## config.mk

```make
export PLATFORM = sky130hd
export DESIGN_NAME = cpu_state_dumper
export DESIGN_NICKNAME = d
export VERILOG_FILES = /design/src/rtl/cpu_state_dumper.sv
export SDC_FILE = /design/constraint.sdc
export NUM_CORES = 1
export LEC_CHECK = 0
export BUFFER_PORTS_ARGS = -buffer_cell sky130_fd_sc_hd__buf_2
export CORE_MARGIN = 1.5
export CORE_UTILIZATION = 45
export DETAILED_ROUTE_END_ITERATION = 10
export GPL_ROUTABILITY_DRIVEN = 0
export HOLD_SLACK_MARGIN = 0.05
export PLACE_DENSITY_LB_ADDON = 0.3
export SLEW_MARGIN = 5
export SYNTH_ARGS = -nofsm -noshare
export SYNTH_HDL_FRONTEND = slang
export SYNTH_SLANG_ARGS = --single-unit
```

## constraint.sdc

```tcl
create_clock -name clk_i -period 3.8 [get_ports clk_i]
set_input_delay 0.19 -clock clk_i [delete_from_list [all_inputs] [get_ports clk_i]]
set_output_delay 0.19 -clock clk_i [all_outputs]
set_load 0.01 [all_outputs]
```

## src/rtl/cpu_state_dumper.sv

```systemverilog
// ============================================================================
// Module   : cpu_state_dumper
// Brief    : Detects the halt word, freezes the CPU and streams PC, data memory
//            and register bank out over a valid/ready port.
// Revision : 1.0
// ============================================================================
`default_nettype none

module cpu_state_dumper #(
    parameter logic [31:0] HALT_WORD = 32'hFFFF_FFFF,
    parameter int          MEM_WORDS = 32,
    parameter int          REG_WORDS = 32
) (
    input  logic        clk_i,
    input  logic        rst_i,
    input  logic        run_i,
    input  logic [31:0] instr_i,
    input  logic [31:0] pc_i,
    output logic [4:0]  mem_addr_o,
    input  logic [31:0] mem_data_i,
    output logic [4:0]  reg_addr_o,
    input  logic [31:0] reg_data_i,
    output logic        cpu_hold_o,
    output logic        dump_valid_o,
    input  logic        dump_ready_i,
    output logic [6:0]  dump_tag_o,
    output logic [31:0] dump_data_o,
    output logic        busy_o,
    output logic        done_o
);

    localparam logic [4:0] c_MEM_LAST = 5'(MEM_WORDS - 1);
    localparam logic [4:0] c_REG_LAST = 5'(REG_WORDS - 1);
    localparam logic [6:0] c_REG_BASE = 7'(MEM_WORDS + 1);

    typedef enum logic [2:0] {
        ST_IDLE     = 3'd0,
        ST_SETTLE   = 3'd1,
        ST_SEND_PC  = 3'd2,
        ST_SEND_MEM = 3'd3,
        ST_SEND_REG = 3'd4,
        ST_DRAIN    = 3'd5,
        ST_DONE     = 3'd6
    } state_t;

    state_t      r_state;
    logic [4:0]  r_idx;
    logic        r_valid;
    logic        r_hold;
    logic [6:0]  r_tag;
    logic [31:0] r_data;

    logic        w_load;
    logic [6:0]  w_mem_tag;
    logic [6:0]  w_reg_tag;

    // Output register is free when empty or being taken this edge.
    assign w_load    = !r_valid || dump_ready_i;
    assign w_mem_tag = {2'b00, r_idx} + 7'd1;
    assign w_reg_tag = {2'b00, r_idx} + c_REG_BASE;

    always_ff @(posedge clk_i) begin
        if (rst_i) begin
            r_state <= ST_IDLE;
            r_idx   <= '0;
            r_valid <= 1'b0;
            r_hold  <= 1'b0;
            r_tag   <= '0;
            r_data  <= '0;
        end else begin
            case (r_state)
                ST_IDLE: begin
                    if (run_i && (instr_i == HALT_WORD)) begin
                        r_state <= ST_SETTLE;
                        r_hold  <= 1'b1;
                    end
                end
                ST_SETTLE: begin
                    r_state <= ST_SEND_PC;
                end
                ST_SEND_PC: begin
                    if (w_load) begin
                        r_data  <= pc_i;
                        r_tag   <= '0;
                        r_valid <= 1'b1;
                        r_idx   <= '0;
                        r_state <= ST_SEND_MEM;
                    end
                end
                ST_SEND_MEM: begin
                    if (w_load) begin
                        r_data  <= mem_data_i;
                        r_tag   <= w_mem_tag;
                        r_valid <= 1'b1;
                        if (r_idx == c_MEM_LAST) begin
                            r_idx   <= '0;
                            r_state <= ST_SEND_REG;
                        end else begin
                            r_idx <= r_idx + 5'd1;
                        end
                    end
                end
                ST_SEND_REG: begin
                    if (w_load) begin
                        r_data  <= reg_data_i;
                        r_tag   <= w_reg_tag;
                        r_valid <= 1'b1;
                        if (r_idx == c_REG_LAST) begin
                            r_idx   <= '0;
                            r_state <= ST_DRAIN;
                        end else begin
                            r_idx <= r_idx + 5'd1;
                        end
                    end
                end
                ST_DRAIN: begin
                    if (!r_valid || dump_ready_i) begin
                        r_valid <= 1'b0;
                        r_state <= ST_DONE;
                    end
                end
                ST_DONE: begin
                    r_state <= ST_DONE;
                end
                default: begin
                    r_state <= ST_IDLE;
                end
            endcase
        end
    end

    // Read ports only point at the bank currently being streamed.
    assign mem_addr_o   = (r_state == ST_SEND_MEM) ? r_idx : 5'd0;
    assign reg_addr_o   = (r_state == ST_SEND_REG) ? r_idx : 5'd0;
    assign cpu_hold_o   = r_hold;
    assign dump_valid_o = r_valid;
    assign dump_tag_o   = r_tag;
    assign dump_data_o  = r_data;
    assign busy_o       = (r_state != ST_IDLE) && (r_state != ST_DONE);
    assign done_o       = (r_state == ST_DONE);

endmodule

`default_nettype wire
```

== Word-level counts from Yosys, hierarchy flattened ==
Cells that the tools add are included.
W data, S select, Z words.

* Add/sub/neg operators: 3
* Equality and inequality tests: 18
* Mux-type cells: 25
* Reductions and logical operators: 16

{| class="wikitable"
|+ Operator list
! kind !! number
|-
| $mux W32 || 3
|-
| $pmux W32 S3 || 1
|-
| $eq A32 B32 Y1 const B || 1
|-
| $mux W5 || 5
|-
| $mux W3 || 7
|-
| $mux W7 || 3
|-
| $pmux W3 S7 || 1
|-
| $pmux W7 S3 || 1
|-
| $ne A2 B2 Y1 const B || 7
|-
| $pmux W5 S2 || 1
|-
| $eq A3 B3 Y1 const B || 3
|-
| $add A5 B6 Y7 const B || 1
|-
| $reduce_and A7 Y1 || 1
|-
| $add A5 B1 Y6 const B || 1
|-
| $eq A3 B2 Y1 const B || 2
|-
| $reduce_and A3 Y1 || 2
|-
| $reduce_bool A3 Y1 || 2
|-
| $add A5 B1 Y5 const B || 1
|-
| $eq A5 B5 Y1 const B || 1
|-
| $ne A2 B1 Y1 const B || 2
|-
| $reduce_and A4 Y1 || 1
|-
| $reduce_bool A2 Y1 || 2
|-
| $eq A3 B1 Y1 const B || 1
|-
| $logic_not A3 Y1 || 1
|-
| other kinds (9) || 11
|}

* Register bits: 49
* Bits of input ports: 132
* Output and inout bits: 53

== Depth between registers and ports, before layout ==
Gate-level depths: netlist of the first run.

* Word-level depth: 4
* Mapped depth: 7

== Worst setup path after synthesis of the first run ==
No wires, ideal clock.

* Path type: register to register
* Start: register r_state[1]
* End: register r_data[10] (netlist: dump_data_o[10])
* Arrival: 1.421 ns
* Setup slack: 2.232 ns
* Stages on the path, launching flop included: 7
* Path buffers: 3
* Clock period less this slack: 1.568 ns
* Cells stage by stage: dfxtp_1 -> buf_2 -> nor3b_4 -> o21a_1 -> buf_4 -> buf_2 -> a311oi_2

* Cells in the longest elaborated chain, start to end: 3
* Elaborated cells on any way between the ends: 9
* Those cells by class: eq/ne: 6; mux: 1; reduce/logical: 2

{| class="wikitable"
|+ Ends and longest elaborated chain
! element !! line !! source
|-
| from (decl) || 46 || <nowiki>state_t r_state;</nowiki>
|-
| from (signal assigned) || 64 || <nowiki>r_state <= ST_IDLE;</nowiki>
|-
| from (signal assigned) || 74 || <nowiki>r_state <= ST_SETTLE;</nowiki>
|-
| from (signal assigned) || 79 || <nowiki>r_state <= ST_SEND_PC;</nowiki>
|-
| $eq A3 B2 Y1 / $eq A3 B3 Y1 (equally long branches) || 71 || <nowiki>case (r_state)</nowiki>
|-
| $ne A2 B2 Y1 (no line) / $reduce_bool A3 Y1 (equally long branches) || n/a ||
|-
| $reduce_and A4 Y1 (no line) || n/a ||
|-
| to (signal assigned) || 83 || <nowiki>r_data <= pc_i;</nowiki>
|-
| to (signal assigned) || 92 || <nowiki>r_data <= mem_data_i;</nowiki>
|-
| to (signal assigned) || 105 || <nowiki>r_data <= reg_data_i;</nowiki>
|-
| to (decl) || 51 || <nowiki>logic [31:0] r_data;</nowiki>
|}

Parallel ways exist; a longest one is shown, timed or not.
A chain may end at the register's enable or synchronous reset.

== Worst setup path after layout of the first run ==
* Start: register r_state[2]
* End: register r_data[3] (netlist: dump_data_o[3])

The elaborated chain is that of the path after synthesis.

==> implementation parameters, run 1 <==
Parameter                              Value

Synth
  Flip-flop cell with the highest count after synthesis ... dfxtp_1
  Fraction of the yosys area taken by sequential cells ... 0.370
  Cells taking the most area after synthesis ... dfxtp_1 (37%), a311oi_2 (11%), a22oi_1 (9.6%)
  Yosys reg bits ... 49
  Top-area cell type share of the netlist area ... 0.370
  Async set-reset flop share out of synthesis ... 0
  Synthesized area ... 2650 sq um
  Distinct cell type count after synthesis ... 43
  Average footprint of a synthesized cell ... 8.52 sq um
  Number of standard cells after synthesis ... about 310
  Cell accounting for the most synthesized area ... dfxtp_1
  EDFF count, synth ... 0
  Ys Warns ... 0
  Post-Syn Nets ... 445

Power
  Total power per unit cell area ... 259 nW/um^2
  Worst voltage drop across the vdd grid ... 0.141 mV
  Leakage power ... 0.00166 uW
  Comb power frac ... 0.094
  Net switching power of the design ... ~210 uW
  Cell internal power dissipation ... 730 uW
  Switching power as a share of total power ... 0.227
  Sequential fraction of design power ... 0.543
  Part of the power in the clock network ... 0.363

GRT
  Number of antenna violations at the first check in global routing ... 0
  Vias in the first global route ... ~2700
  Overflow left after global routing ... 0
  Pin count of the biggest net entering global routing ... 52
  Global-route wire length before repair ... 11900 microns
  Total routing usage reported by global routing ... 0.238

Drt
  Post-detailed-route wirelength per cell ... between 10 and 15 microns
  Number of nets with antenna violations after routing ... 0
  Count of unresolved DRC violations after routing ... 0
  Number of vias in the routed layout ... 3022
  Starting DRT DRC Count ... 193
  Vias per cell ... 5.50
  Count of TritonRoute iterations in the first routing pass ... 4
  WL final ... 8120 microns

Critical path
  Chain of cells forming the critical path ... nor3b_4, o21a_2, buf_4, nor2_1, a311oi_2
  Startpoint kind of the worst setup timing path ... flop
  Peak per-stage delay on the critical path ... 0.80 ns
  CP required ... between 4 and 5 ns
  Arrival time of data at the critical path endpoint ... 2.97 ns
  Largest driver fanout on the critical path ... 32
  Critical path's slowest cell ... nor3b_4
  Crit. End Element ... flop
  Setup Crit Path Kind ... reg2reg

Floorplanning
  Area of the core ... between 5000 and 6000 sq um
  Floorplan die width ... 79.7 microns
  Height of the die ... 79.7 microns
  Count of boundary I/O pins ... 185
  Number of placement rows ... 27
  Initial cell density of the core ... 0.473
  Die Footprint ... 6360 sq um

STA
  Least-Margin Pin Slew ... roughly 1.2 ns
  Unrepaired setup endpoints after global routing ... no
  Worst Slack Setup Final ... 1.03 ns
  Post-layout min period ... ~2.8 ns
  Timing-limited maximum frequency ... 362 MHz
  Final setup violation count ... 0
  Final setup skew ... 0.00482 ns
  Final hold viol count ... 0
  Period utilisation layout ... 0.728
  Max transition margin ... 0.221
  Aggregate negative setup slack ... 0 ns
  Number of slew-limit violations in the final report ... 0

Clock network
  Max Root-Sink Buffers ... 2
  Clock tree from TritonCTS ... yes
  Clk sink count ... 49
  Hold buffer count at CTS ... 0
  Num CTS Buffers ... 5
  Count of H-tree levels built during CTS ... 2
  Worst-Skew Late Latency ... 0.30 ns
  Buffers inserted during post-CTS setup optimization ... 0
  Clock-pin slew of the registers on the worst-case setup and hold paths ... 0.09 ns
  Total of cells resized after clock tree synthesis ... 0
  Clock Tree Root ... clkbuf_8

Layout
  N_diodes ... 0
  Most common cell after layout, fill and taps aside ... buf_2
  Synthesis-to-finish area growth ... 37.4%
  Core utilization of the finished layout ... 0.649
  Final design area excluding fillers ... 3640 sq um
  Most used cells in the layout excluding fill and tap cells ... buf_2 (184), dfxtp_1 (49), nand2_1 (45), nor2_1 (43), a22oi_1 (34)
  Net count, final ... 610
  Share of layout cells above drive strength 1 ... 0.461
  Filler cell count in the final layout ... around 500

Placed design
  Placed wire-length estimate after detailed placement ... 5980 microns
  Port-buffer cells ... 184
  Cell area reported after detailed placement ... 3540 sq um
  Post-Place Setup Slack ... 1.07 ns

Run status
  Run status ... completed

Flow run
  Max Cap Viol ... 0

Hold path
  Hold WC Path Type ... in2reg
## per-stage QoR
step	power (uW)	instances	hold WS, ns
floorplan	546	311	0.352
CTS	952	549	0.138
global route	977	549	0.154
detailed placement	613	541	0.445
global placement	612	541	0.438
finish	944	549	0.144
## worst max-delay path, delay by kind of cell (launching register included)
kind	cells	cell delay [ns]
flip-flops	1	0.58
AO/OA/AOI/OAI	2	0.74
AND/OR/NAND/NOR	2	0.91
buffers and inverters	1	0.43
## routing by layer
metal,vias up,global-route usage,wire [microns]
met2,127,0.443,4150
met5,-,0,0
li1,1480,-,-
met3,13,0.0389,567
met1,1402,0.271,3270
met4,0,0.0845,136
## final cells by class
class,instances,area (sq um),area share
inverters,3,11.3,0.00309
repair buffers,189,958,0.263
flip-flops and latches,49,981,0.269
clock buffers,7,96.3,0.0265
well taps,72,90.1,0.0247
multi-input cells,228,1500,0.412
clock inverters,1,5.00,0.00137
## cells by family (layout without fill, tap and decap cells)
| group | Yosys count | after routing | share of synthesized area |
|---|---|---|---|
| muxes | 1 | 1 | 0.00378 |
| xor gates and xnor gates | 2 | 2 | 0.00661 |
| buffers and inverters | 34 | 200 | 0.0642 |
| AOI/OAI and AO/OA | 95 | 95 | 0.322 |
| adders and majority gates | 2 | 2 | 0.00944 |
| DFF | 49 | 49 | 0.370 |
| and+or+nand+nor | 128 | 128 | 0.224 |
## synthesized netlist by cell type, types with 6 or more instances
| master | number |
|---|---|
| a21oi_1 | 9 |
| a22oi_1 | 34 |
| a311oi_1 | 12 |
| a311oi_2 | 20 |
| and2_1 | 11 |
| buf_2 | 10 |
| clkbuf_1 | 15 |
| dfxtp_1 | 49 |
| nand2_1 | 45 |
| nand3_1 | 7 |
| nand4_1 | 6 |
| nor2_1 | 43 |
## sequential cells by signal (all words and copies together), names as in the netlist
signal / count
dump_valid_o: 1
dump_tag_o: 7
r_idx: 5
dump_data_o: 32
cpu_hold_o: 1
r_state: 3
## power groups by stage
stage / sequential [uW] / combinational, uW / clock [uW]
after floorplan: 525 / 20.7 / 0
final: 513 / 88.7 / 343
after detailed placement: 525 / 88.4 / 0
after CTS: 513 / 89.0 / 350
after global placement: 525 / 87.0 / 0
after global routing: 513 / 98.0 / 366
## worst paths after layout
| path | from | to | slack [ns] | cells past startpoint |
|---|---|---|---|---|
| max | r_state[2] | dump_data_o[3] | 1.03 | 5 |
| min | pc_i[31] | dump_data_o[31] | 0.14 | 3 |
| max reg2reg | r_state[2] | dump_data_o[3] | 1.03 | 5 |
| min reg2reg | dump_tag_o[1] | dump_tag_o[1] | 0.45 | 2 |
No activity file was read; power rests on OpenSTA's default activity.
==> run 2, diff against run 1 <==
CORE_UTILIZATION = 41   (was 45)
clock period = 2.6 ns   (was 3.8 ns; I/O delays follow)
==> run 2 against run 1 <==
Against the previous run:
- setup slack lost 0.65 ns
- sequential power grew 46%
- power grew 53%
- clock skew grew 0.0068 ns
- critical endpoint is now reg_addr_o[4]
==> implementation parameters, run 2 (synthesized netlist as in run 1, its figures left out) <==
Parameter                              Value

Layout
  Most used cells in the layout excluding fill and tap cells ... buf_2 (184), dfxtp_1 (49), nand2_1 (45), nor2_1 (43), a22oi_1 (34)
  Largest register FFs ... 32 (unchanged)
  Share of layout cells above drive strength 1 ... 0.461 (about the same)
  Net count, final ... 612 (+0.33%)
  N_diodes ... 0 (unchanged)
  Most common cell after layout, fill and taps aside ... buf_2
  Synthesis-to-finish area growth ... 39.3%
  Final design area excluding fillers ... 3690 sq um (+1.3%)

Critical path
  Arrival time of data at the critical path endpoint ... 2.09 ns (-0.88 ns)
  Reg-to-reg startpoint ... r_state[2]
  Chain of cells forming the critical path ... nor3b_4, buf_4, buf_4, and2_1, buf_2
  Crit. End Element ... primary output
  Startpoint kind of the worst setup timing path ... flop
  CP required ... 2.47 ns (-1.54 ns)
  Largest driver fanout on the critical path ... 24 (-25%)
  Setup Crit Path Kind ... reg2out
  Peak per-stage delay on the critical path ... 0.58 ns (-0.22 ns)
  CP startpoint ... r_state[2]
  Critical path's slowest cell ... dfxtp_1
  Library cell appearing most often on the critical path ... buf_4

Power
  Total power per unit cell area ... 390 nW/um^2 (+50%)
  Leakage power ... 0.00167 uW (+1.0%)
  Worst voltage drop across the vdd grid ... 0.233 mV (+65%)

Floorplanning
  Floorplan die width ... 83.4 microns (+4.6%)
  Initial cell density of the core ... 0.420 (-0.0528)
  Number of placement rows ... 29 (+7.4%)
  Area of the core ... 6310 sq um (+13%)
  Count of boundary I/O pins ... 185 (unchanged)
  Height of the die ... 83.4 microns (+4.6%)
  Die Footprint ... 6950 sq um (+9.4%)

Drt
  Number of nets with antenna violations after routing ... 0 (unchanged)
  Vias per cell ... 5.44 (-1.2%)
  WL final ... 7750 microns (-4.5%)
  Number of vias in the routed layout ... 3023 (+0.033%)
  Starting DRT DRC Count ... 120 (-38%)
  Post-detailed-route wirelength per cell ... 13.9 microns (-5.7%)
  Count of TritonRoute iterations in the first routing pass ... 4 (unchanged)
  Count of unresolved DRC violations after routing ... 0 (unchanged)

STA
  Timing-limited maximum frequency ... 451 MHz
  Final setup violation count ... 0 (unchanged)
  Period utilisation layout ... 0.854
  Final setup skew ... 0.0116 ns (+0.00682 ns)
  Max transition margin ... 0.494 (+0.273)
  Least-Margin Pin Slew ... 0.753 ns (-0.414 ns)
  Number of slew-limit violations in the final report ... 0 (unchanged)
  Post-layout min period ... 2.22 ns
  Worst Slack Setup Final ... 0.381 ns (-0.653 ns)
  Final hold viol count ... 0 (unchanged)
  Unrepaired setup endpoints after global routing ... no
  Aggregate negative setup slack ... 0 ns (unchanged)

Placed design
  Placed wire-length estimate after detailed placement ... 5740 microns (-4.0%)
  Port-buffer cells ... 184 (unchanged)
  Post-Place Setup Slack ... 0.579 ns (-0.493 ns)
  Cell area reported after detailed placement ... 3570 sq um (+0.95%)

Clock network
  Total of cells resized after clock tree synthesis ... 0 (unchanged)
  Buffers inserted during post-CTS setup optimization ... 0 (unchanged)
  Num CTS Buffers ... 5 (unchanged)
  Clock Tree Root ... clkbuf_8
  Clk sink count ... 49 (unchanged)
  Clock tree from TritonCTS ... yes
  Max Root-Sink Buffers ... 2 (unchanged)
  Hold buffer count at CTS ... 0 (unchanged)
  Worst-Skew Late Latency ... 0.30 ns (about the same)
  Clock-pin slew of the registers on the worst-case setup and hold paths ... 0.09 ns (about the same)
  Count of H-tree levels built during CTS ... 2 (unchanged)

GRT
  Pin count of the biggest net entering global routing ... 61 (+17%)
  Vias in the first global route ... 2874 (+8.5%)
  Overflow left after global routing ... 0 (unchanged)
  Number of antenna violations at the first check in global routing ... 0 (unchanged)
  Total routing usage reported by global routing ... 0.221 (-0.0169)
  Global-route wire length before repair ... 12700 microns (+7.0%)

Hold path
  Hold WC Path Type ... in2reg
  Hold Path Origin ... pc_i[20]

Flow run
  Max Cap Viol ... 0 (unchanged)

Run status
  Run status ... completed
run 2: cell count changes in the layout (fill, tap and decap cells not counted), sizes merged:
cell,delta
clkinv,-1
bufinv,+1
buf,+2
run 2: power by group:
group	switching [uW]	total [uW]	internal, uW
clock	246	559	314
sequential	0.0198	750	750
combinational	54.4	131	76.8
total	300	1440	1140
run 2: final timing paths:
path | to | slack (ns) | depth (start not counted)
hold / removal | dump_data_o[20] | 0.09 | 3
hold reg to reg | dump_tag_o[3] | 0.46 | 2
setup / recovery | reg_addr_o[4] | 0.38 | 5
setup reg to reg | r_idx[2] | 0.54 | 6
run 2: critical path: cells and delay by family, from the launching register on:
family                 cells  cell delay, ns
AND/OR/NAND/NOR            2            0.46
flip-flops                 1            0.58
buffers and inverters      3            0.75
run 2: per-layer routing:
metal | vias to the layer above | part of all wire | track usage
met5 | - | 0 | 0
met4 | 0 | 0.013 | 0.0621
met3 | 10 | 0.093 | 0.0765
met2 | 141 | 0.50 | 0.387
met1 | 1390 | 0.40 | 0.256
li1 | 1482 | - | -
run 2: cell type report:
class                      instances  area [sq um]
fill                             607          2620
multi-input combinational        228          1500
timing repair buffer             191           986
sequential                        49           981
tap                               77          96.3
clock buffer                       7          86.3
clock inverter                     1          30.0
inverter                           3          11.3
run 2: metrics by stage:
step	power (uW)	util	hold WS [ns]	std cells
finish	1440	0.585	0.0915	556
global route	1510	0.585	0.0857	556
CTS	1460	0.585	0.0797	556
detailed placement	899	0.566	0.408	548
global placement	899	0.566	0.400	548
floorplan	798	-	0.292	311
==> run 3, diff against run 2 <==
clock period = 2.18 ns   (was 2.6 ns; I/O delays follow)
==> run 3 against run 2 <==
Against the previous run:
- non-clock buffer count is 4 higher
- combinational power grew 19%
- register-to-register slack lost 0.27 ns
- hold slack worse by 0.032 ns
- sequential power increased by 19%
- sequential share of layout area is 0.36 points lower
- utilization increased by 0.79 points
- critical path type is now reg2reg
- final area increased by 1.4%
- routed wire length barely moved
- global-route usage barely moved
- first-iteration DRC count down 5.8%
- via count is 1.0% lower
==> implementation parameters, run 3 (synthesized netlist as in run 1, its figures left out) <==
Parameter                              Value

Drt
  Number of nets with antenna violations after routing ... 0 (unchanged)
  Post-detailed-route wirelength per cell ... 13.8 microns (-0.77%)
  Vias per cell ... 5.34 (-1.7%)
  Count of unresolved DRC violations after routing ... 0 (unchanged)
  Starting DRT DRC Count ... 113 (-5.8%)
  Count of TritonRoute iterations in the first routing pass ... 5 (+1)
  Number of vias in the routed layout ... 2992 (-1.0%)
  WL final ... 7740 microns (about the same)

Layout
  Largest register FFs ... 32 (unchanged)
  Area of the multi-input gates ... 1500 sq um (unchanged)
  Most common cell after layout, fill and taps aside ... buf_2
  Share of layout cells above drive strength 1 ... 0.466 (+0.00446)
  Final design area excluding fillers ... 3740 sq um (+1.4%)
  FF/Latch Area ... 981 sq um (unchanged)
  N_diodes ... 0 (unchanged)
  Synthesis-to-finish area growth ... 41.2%
  Net count, final ... 616 (+0.65%)
  Filler cell count in the final layout ... 603 (-0.66%)
  Most used cells in the layout excluding fill and tap cells ... buf_2 (184), dfxtp_1 (49), nand2_1 (45), nor2_1 (43), a22oi_1 (34)

GRT
  Vias in the first global route ... 2761 (-3.9%)
  Global-route wire length before repair ... 12600 microns (-0.54%)
  Number of antenna violations at the first check in global routing ... 0 (unchanged)
  Overflow left after global routing ... 0 (unchanged)
  Total routing usage reported by global routing ... 0.221 (+0.000327)
  Pin count of the biggest net entering global routing ... 35 (-43%)

STA
  Period utilisation layout ... 0.875
  Least-Margin Pin Slew ... 0.754 ns (+0.000854 ns)
  Unrepaired setup endpoints after global routing ... no
  Final setup skew ... 0.0110 ns (-0.000681 ns)
  Final hold viol count ... 0 (unchanged)
  Number of slew-limit violations in the final report ... 0 (unchanged)
  Final setup violation count ... 0 (unchanged)
  Aggregate negative setup slack ... 0 ns (unchanged)
  Post-layout min period ... about 1.9 ns
  Max transition margin ... 0.494 (-0.000573)
  Timing-limited maximum frequency ... 524 MHz

Floorplanning
  Height of the die ... 83.4 microns (unchanged)
  Area of the core ... 6310 sq um (unchanged)
  Initial cell density of the core ... 0.420 (unchanged)
  Floorplan die width ... 83.4 microns (unchanged)
  Die Footprint ... 6950 sq um (unchanged)
  Count of boundary I/O pins ... 185 (unchanged)
  Number of placement rows ... 29 (unchanged)

Power
  Total power per unit cell area ... 455 nW/um^2 (+17%)
  Switching power as a share of total power ... 0.218 (+0.00997)
  Worst voltage drop across the vdd grid ... 0.251 mV (+7.7%)
  Part of the power in the clock network ... 0.384 (-0.004)
  Cell internal power dissipation ... 1330 uW (+17%)
  Net switching power of the design ... 372 uW (+24%)
  Comb power frac ... 0.091 (about the same)
  Sequential fraction of design power ... 0.525 (+0.005)
  Leakage power ... 0.00170 uW (+1.6%)

Clock network
  Max Root-Sink Buffers ... 2 (unchanged)
  Clock tree from TritonCTS ... yes
  Count of H-tree levels built during CTS ... 2 (unchanged)
  Buffers inserted during post-CTS setup optimization ... 0 (unchanged)
  Clk sink count ... 49 (unchanged)
  Worst-Skew Late Latency ... 0.30 ns (about the same)
  Hold buffer count at CTS ... 0 (unchanged)
  Clock-pin slew of the registers on the worst-case setup and hold paths ... 0.10 ns (about the same)
  Num CTS Buffers ... 5 (unchanged)
  Clock Tree Root ... clkbuf_8
  Total of cells resized after clock tree synthesis ... 0 (unchanged)

Critical path
  Startpoint kind of the worst setup timing path ... flop
  Largest driver fanout on the critical path ... 7 (-71%)
  Critical path buffers and inverters ... 0 (-3)
  Library cell appearing most often on the critical path ... ha_1
  Peak per-stage delay on the critical path ... 0.46 ns (-0.12 ns)
  Setup Crit Path Kind ... reg2reg
  Critical path's slowest cell ... dfxtp_1
  CP required ... 2.38 ns (-0.09 ns)
  Crit. End Element ... flop
  Arrival time of data at the critical path endpoint ... 2.11 ns (+0.02 ns)
  Largest delay contributor family on the critical path ... adder cells
  Chain of cells forming the critical path ... ha_1, and3_1, ha_1, nand2_1, o22a_1, o32ai_1

Placed design
  Port-buffer cells ... 184 (unchanged)
  Cell area reported after detailed placement ... 3630 sq um (+1.5%)
  Placed wire-length estimate after detailed placement ... 5990 microns (+4.3%)

Hold path
  Hold WC Path Type ... in2reg

Run status
  Run status ... completed

Flow run
  Max Cap Viol ... 0 (unchanged)
[run 3: path summary, 6_finish.rpt]
| kind | from | end | slack, ns | cells after the start |
|---|---|---|---|---|
| worst min-delay path | pc_i[19] | dump_data_o[19] | 0.06 | 3 |
| worst max-delay path | r_idx[0] | r_state[0] | 0.27 | 6 |
| worst min register to register | dump_tag_o[6] | dump_tag_o[6] | 0.45 | 2 |
| worst max register to register | r_idx[0] | r_state[0] | 0.27 | 6 |
[run 3: worst register-to-register path, delay by kind of cell, from the launching register on]
kind	cells	cell delay [ns]
AO/OA/AOI/OAI	2	0.49
AND/OR/NAND/NOR	2	0.33
flip-flops	1	0.46
adder cells (fa/ha/maj)	2	0.53
[run 3: metrics by stage]
step                 util  worst slack, ns  hold slack, ns  std cells  total power [uW]
finish              0.593            0.272          0.0597        560              1700
global placement    0.575            0.383           0.378        552              1070
floorplan               -            0.612           0.271        311               951
detailed placement  0.575            0.325           0.382        552              1070
global route        0.593            0.161          0.0639        560              1780
CTS                 0.593            0.281          0.0504        560              1720
[run 3: per-layer routing]
| metal | GRT usage | vias up | share of wire |
|---|---|---|---|
| met4 | 0.0652 | 0 | 0.011 |
| met3 | 0.0606 | 8 | 0.085 |
| met2 | 0.383 | 125 | 0.49 |
| met5 | 0 | - | 0 |
| li1 | - | 1494 | - |
| met1 | 0.268 | 1365 | 0.42 |
[run 3: final cells by class]
| type | instances | area share |
|---|---|---|
| inverters | 3 | 0.00301 |
| clock buffers | 6 | 0.0194 |
| well taps | 77 | 0.0258 |
| repair buffers | 195 | 0.278 |
| clock inverters | 2 | 0.0104 |
| flip-flops and latches | 49 | 0.262 |
| multi-input cells | 228 | 0.401 |
[run 3: power by group through the flow]
stage          Combinational, uW  Sequential [uW]  Clock [uW]
3_3_place_gp                 154              915           0
4_1_cts                      157              894         670
2_1_floorplan               36.1              915           0
6_report                     156              894         653
3_5_place_dp                 156              915           0
5_1_grt                      174              895         709
